## src/rtl/pipe_stage_reg.sv

```systemverilog
// Inter-stage pipeline register with valid/ready handshake, a 2-entry skid buffer,
// synchronous flush and a saturating back-pressure stall counter.
module pipe_stage_reg #(
  parameter int DW   = 16,
  parameter int PCW  = 32,
  parameter int CNTW = 16
) (
  input  logic            clk,
  input  logic            rst,
  input  logic            flush,
  input  logic            in_valid,
  output logic            in_ready,
  input  logic [DW-1:0]   in_aluout,
  input  logic [PCW-1:0]  in_pc,
  output logic            out_valid,
  input  logic            out_ready,
  output logic [DW-1:0]   out_aluout,
  output logic [PCW-1:0]  out_pc,
  output logic [CNTW-1:0] stall_cnt
);

  typedef enum logic [1:0] {
    S_EMPTY = 2'd0,
    S_ONE   = 2'd1,
    S_TWO   = 2'd2
  } state_t;

  state_t          r_state;
  state_t          w_nextState;
  logic [DW-1:0]   r_mainAluout;
  logic [PCW-1:0]  r_mainPc;
  logic [DW-1:0]   r_skidAluout;
  logic [PCW-1:0]  r_skidPc;
  logic [CNTW-1:0] r_stallCnt;
  logic            w_accept;
  logic            w_fire;
  logic            w_loadMainFromIn;
  logic            w_loadMainFromSkid;
  logic            w_loadSkid;
  logic            w_stall;

  // Ready depends only on registered occupancy, so out_ready never reaches in_ready.
  assign in_ready   = (r_state != S_TWO) && !rst;
  assign out_valid  = (r_state != S_EMPTY);
  assign out_aluout = r_mainAluout;
  assign out_pc     = r_mainPc;
  assign stall_cnt  = r_stallCnt;

  assign w_accept = in_valid && in_ready;
  assign w_fire   = out_valid && out_ready;
  assign w_stall  = out_valid && !out_ready;

  always_comb begin
    w_nextState        = r_state;
    w_loadMainFromIn   = 1'b0;
    w_loadMainFromSkid = 1'b0;
    w_loadSkid         = 1'b0;
    case (r_state)
      S_EMPTY: begin
        if (w_accept) begin
          w_nextState      = S_ONE;
          w_loadMainFromIn = 1'b1;
        end
      end
      S_ONE: begin
        if (w_accept && w_fire) begin
          w_loadMainFromIn = 1'b1;
        end else if (w_accept) begin
          w_nextState = S_TWO;
          w_loadSkid  = 1'b1;
        end else if (w_fire) begin
          w_nextState = S_EMPTY;
        end
      end
      S_TWO: begin
        if (w_fire) begin
          w_nextState        = S_ONE;
          w_loadMainFromSkid = 1'b1;
        end
      end
      default: w_nextState = S_EMPTY;
    endcase
  end

  // Flush wins over any accept in the same cycle; reset wins over flush.
  always_ff @(posedge clk) begin
    if (rst) begin
      r_state      <= S_EMPTY;
      r_mainAluout <= '0;
      r_mainPc     <= '0;
      r_skidAluout <= '0;
      r_skidPc     <= '0;
    end else if (flush) begin
      r_state      <= S_EMPTY;
      r_mainAluout <= '0;
      r_mainPc     <= '0;
      r_skidAluout <= '0;
      r_skidPc     <= '0;
    end else begin
      r_state <= w_nextState;
      if (w_loadMainFromIn) begin
        r_mainAluout <= in_aluout;
        r_mainPc     <= in_pc;
      end else if (w_loadMainFromSkid) begin
        r_mainAluout <= r_skidAluout;
        r_mainPc     <= r_skidPc;
      end
      if (w_loadSkid) begin
        r_skidAluout <= in_aluout;
        r_skidPc     <= in_pc;
      end
    end
  end

  // Stall counter survives flush; only reset clears it.
  always_ff @(posedge clk) begin
    if (rst) begin
      r_stallCnt <= '0;
    end else if (w_stall && (r_stallCnt != {CNTW{1'b1}})) begin
      r_stallCnt <= r_stallCnt + {{(CNTW-1){1'b0}}, 1'b1};
    end
  end

endmodule

```

## config.mk

```make
export PLATFORM = sky130hd
export DESIGN_NAME = pipe_stage_reg
export DESIGN_NICKNAME = d
export VERILOG_FILES = /design/src/rtl/pipe_stage_reg.sv
export SDC_FILE = /design/constraint.sdc
export NUM_CORES = 1
export LEC_CHECK = 0
export ABC_AREA = 1
export CORE_UTILIZATION = 49
export CTS_CLUSTER_DIAMETER = 80
export DETAILED_ROUTE_END_ITERATION = 10
export PLACE_DENSITY = 0.91
export SYNTH_ARGS = -nofsm -noshare
export SYNTH_HDL_FRONTEND = slang
export SYNTH_SLANG_ARGS = --single-unit
```

## constraint.sdc

```tcl
create_clock -name clk -period 2.1 [get_ports clk]
set_input_delay 0.42 -clock clk [delete_from_list [all_inputs] [get_ports clk]]
set_output_delay 0.42 -clock clk [all_outputs]
set_load 0.01 [all_outputs]
```

# Yosys cells after proc, flatten, opt, wreduce, memory -nomap -nowiden
# Cells that the tools add are included.
# word_totals
inputBits	53
elab_cells	45
reg_bits	114
out_inout_bits	66
# op_classes
n_addsub	1
n_reduce_logical	13
eq_ne	8
n_mux	17
# ops
operator	n
2-to-1 mux 32 bit	2
2-to-1 mux 16 bit	2
adder 16 x 1 -> 16 bit (second input constant)	1
!= test 16 bit (second input constant)	1
2-to-1 mux 2 bit	5
!= test 2 bit (second input constant)	4
logical AND 1 bit	6
2-to-1 mux 1 bit	6
case mux 2 bit (3 select lines)	1
AND reduction 4 bit	1
nonzero test 2 bit	2
!= test 3 bit (second input constant)	1
== test 2 x 1 -> 1 bit (second input constant)	1
== test 2 bit (second input constant)	1
zero test 1 bit	2
zero test 2 bit	1
case mux 1 bit (2 select lines)	1
OR reduction 2 bit	1

# Longest topological paths before layout
# logic_depth
depth_word	7
ltp_mapped	10
mapped_depth_nobuf	10

# Worst setup path before layout
# No wires, ideal clock.
# synth_path
path_kind	register to register
startpoint	reg r_stallCnt[0], in the netlist stall_cnt[0]
endpoint	reg r_stallCnt[11], in the netlist stall_cnt[11]
path_buffers	1
setup_time_ns	0.070
stages_incl_launch_ff	11
t_arrival_ns	1.495
setup_slack_ns	0.534
period_less_slack_ns	1.566
required_ns	2.030
cell_sequence	dfxtp_1 > ha_1 > nand2_1 > nor2_2 > nand2_1 > nor2_2 > nor2_4 > inv_2 > buf_6 > nand2_1 > a21oi_1
# synth_via
elab_chain_cells	2
elab_cells_between_ends	3
classes_between	add/sub (1); eq/ne (1); reduce/logical (1)
# synth_lines
item	line	source
from (decl)	34	logic [CNTW-1:0] r_stallCnt;
from (signal assigned)	120	r_stallCnt <= r_stallCnt + {{(CNTW-1){1'b0}}, 1'b1};
parallel branches: the longest is 2 deep, another holds adder 16 x 1 -> 16 bit	n/a	
# Parallel ways; which one is timed is not known.
# A chain may end at the register's enable or synchronous reset.

# Final worst setup path
# layout_path
startpoint	reg r_state[1]
endpoint	out out_valid
# layout_via
elab_chain_cells	1
# layout_lines
item	line	source
from (decl)	28	state_t r_state;
from (signal assigned)	100	r_state <= w_nextState;
nonzero test 2 bit	44	assign out_valid = (r_state != S_EMPTY);
to (decl)	15	output logic out_valid,
# Every way passes these cells.

==> results_dict.tcl <==
set metrics [dict create \
    outcome "finished clean" \
    ctsLongestPathBuffers 2 \
    worst_r2r_path_depth 9 \
    setup_viol 0 \
    drv_slew 0 \
    cap_violations 0 \
    die_x_um 100.1 \
    met1Wirelength_mm 5.180 \
    post_cts_buffers 0 \
    antenna_left 0 \
    fin_worst_skew_ns 0.007689 \
    drive_above_1_share_pct 8.258 \
    met2_length_mm 6.427 \
    max_clock_freq_mhz 508.6 \
    peakVddDrop_mv 0.6993 \
    hold_viol 0 \
    hp-class "reg -> reg" \
    finalCritPeriodShare_pct 93.63 \
    drc_errors 0 \
    r2r_end "stall_cnt[15]" \
    die_area_mm2 0.01002 \
    die_y_um 100.1 \
    worstHoldStart "out_pc[13]" \
    io_pins 119 \
    p_leak_nw 2.460 \
    crit_path_start_kind "register" \
    synthFlopType "dfxtp_1" \
    power.density_mw_per_mm2 826.2 \
    synth_edf_count 0 \
    crit_required_ns 1.68 \
    whs_endpoint "out_pc[13]" \
    reg2reg_slack_ns 0.29 \
    dp_hpwl_mm 8.391 \
    num_antenna_cells 0 \
    cts_buffers 17 \
    track_usage_pct 25.40 \
    ys_warn_count 0 \
    dr.pass1.iters 5 \
    route.final.wire_length_mm 12.50 \
    worstHoldPathCells 2 \
    routed.top_layer "met4" \
    synth_cell_types 25 \
    rr_startpoint "stall_cnt[0]" \
    grt_pass1_vias 4620 \
    start_util_pct 50.78 \
    area_growth_pct 40.87 \
    cts_root_buf "clkbuf_8" \
    synth_area_mm2 0.004715 \
    port_buffers 118 \
    gr-total-overflow 0 \
    grt_max_degree 49 \
    ys_seq_elements 114 \
    ff_latch_area_mm2 0.002283 \
    grt_setup_unrepaired "no" \
    nNetsFinal 816 \
    clk_pin_slew_ns 0.06 \
    utilization_pct 71.54 \
    h-tree-depth 4 \
    final.setup.worst_slack_ns 0.1338 \
    vias 4745 \
    place_ws_ns -0.02837 \
    cp.arrival_ns 1.55 \
    clkLatencyLatePin_ns 0.49 \
    avgViaCountPerCell 5.249 \
    drt-initial-drc-count 188 \
    antenna_found_initial 0 \
    cp_max_fo 5 \
    end_kind "output pin" \
    syn_inst 647 \
    min_period_ns 1.966 \
    synth_top_area_share_pct 48.41 \
    core_mm2 0.009284 \
    grt_pass1_wl_mm 20.44 \
    ys_top_cells_by_area "dfxtp_1, nand2_1, nor2_1" \
    cts_tree "yes" \
    synthMostInstantiatedCell "nand2_1" \
    multiInputGateArea_mm2 0.002116 \
    place.gp.congestion 0.9052 \
    syn-num-nets 701 \
    synth.largest_area_cell "dfxtp_1" \
    synthArstFlopShare_pct 0 \
    ys_seq_area_share_pct 48.41 \
    criticalPathCategory "reg -> out" \
    fill_cells 722 \
    cts_sinks 114 \
    relSlewSlack_pct 76.40 \
    dr_wl_met3_um 714 \
    synth_commonest_cells "nand2_1, nor2_1, dfxtp_1" \
    synth_area_per_cell_um2 7.287 \
    std_cell_rows 35 \
    tightest_slew_ns 0.3526 \
    routedWlPerCell_um 13.83 \
]
## registers in the layout, summed over array words and instances (netlist names)
register and count:
r_skidAluout 16, r_state 2, stall_cnt 16, out_aluout 16
r_skidPc 32, out_pc 32
## cell type report
class | instances | area share [%]
Inverter | 22 | 1.243
Clock inverter | 13 | 2.769
Timing Repair Buffer | 135 | 20.82
Sequential cell | 114 | 34.38
Multi-Input combinational cell | 472 | 31.86
Tap cell | 129 | 2.430
Clock buffer | 19 | 6.500
## per-stage QoR
stage / power, mW / cells / area (µm²) / TNS (ns) / hold WS, ns
after floorplan: 2.381 / 647 / 4715 / 0 / 0.4594
after global placement: 2.572 / 872 / 6026 / 0 / 0.4642
after detailed placement: 2.580 / 872 / 6026 / -0.09565 / 0.4676
after CTS: 5.517 / 904 / 6640 / 0 / 0.4779
after global routing: 5.653 / 904 / 6641 / 0 / 0.4903
final: 5.487 / 904 / 6641 / 0 / 0.4762
## layer usage
| metal | up-vias | track usage (%) |
|---|---|---|
| met4 | 0 | 9.922 |
| met5 | - | 0 |
| met2 | 181 | 46.05 |
| met3 | 16 | 5.362 |
| met1 | 2226 | 29.23 |
| li1 | 2322 | - |
## report_power, final
part / internal [mW] / total (mW) / switching, mW / leakage [nW]
sequential: 2.19 / 2.20 / 0.0143 / 0.921
combinational: 0.174 / 0.334 / 0.160 / 1.24
clock: 1.96 / 2.95 / 0.992 / 0.294
## layout by cell type (no fill, tap or decap), types with 5 or more instances in the layout
master,count
nand2_1,203
clkbuf_16,16
buf_4,11
nand3_1,7
dfxtp_1,113
o21ai_0,51
buf_12,6
xor2_1,6
a21oi_1,14
a31oi_1,48
nand4_1,5
inv_2,5
nor2_1,123
nor2_4,5
inv_1,17
clkdlybuf4s50_1,117
## logic make-up after synthesis
kind of cell | share of synthesized area [%]
and+or+nand+nor | 29.67
AOI/OAI and AO/OA | 13.64
buffers and inverters | 6.714
xor gates and xnor gates | 1.300
DFF | 48.41
adders and majority gates | 0.2654
## repair_timing
item	in CTS	in global routing
setup endpoints to repair	1	1
endpoints found under the hold margin	0	0
gates resized for setup	1	1
hold buffers	0	0
## worst max-delay path, cell delays in order (launching register included)
cell and delay (ns):
dfxtp_2 0.39, nor2_1 0.09, inv_1 0.06, clkdlybuf4s50_1 0.52
## how the worst max path moves through the flow
stage | start | cells past startpoint | endpoint
final | r_state[1] | 3 | out_valid
after global routing | r_state[1] | 3 | out_valid
after CTS | r_state[1] | 3 | out_valid
after detailed placement | rst | 9 | r_skidPc[22]
after global placement | rst | 3 | in_ready
after floorplan | stall_cnt[0] | 10 | stall_cnt[11]
Power figures use the tool's default switching activity.
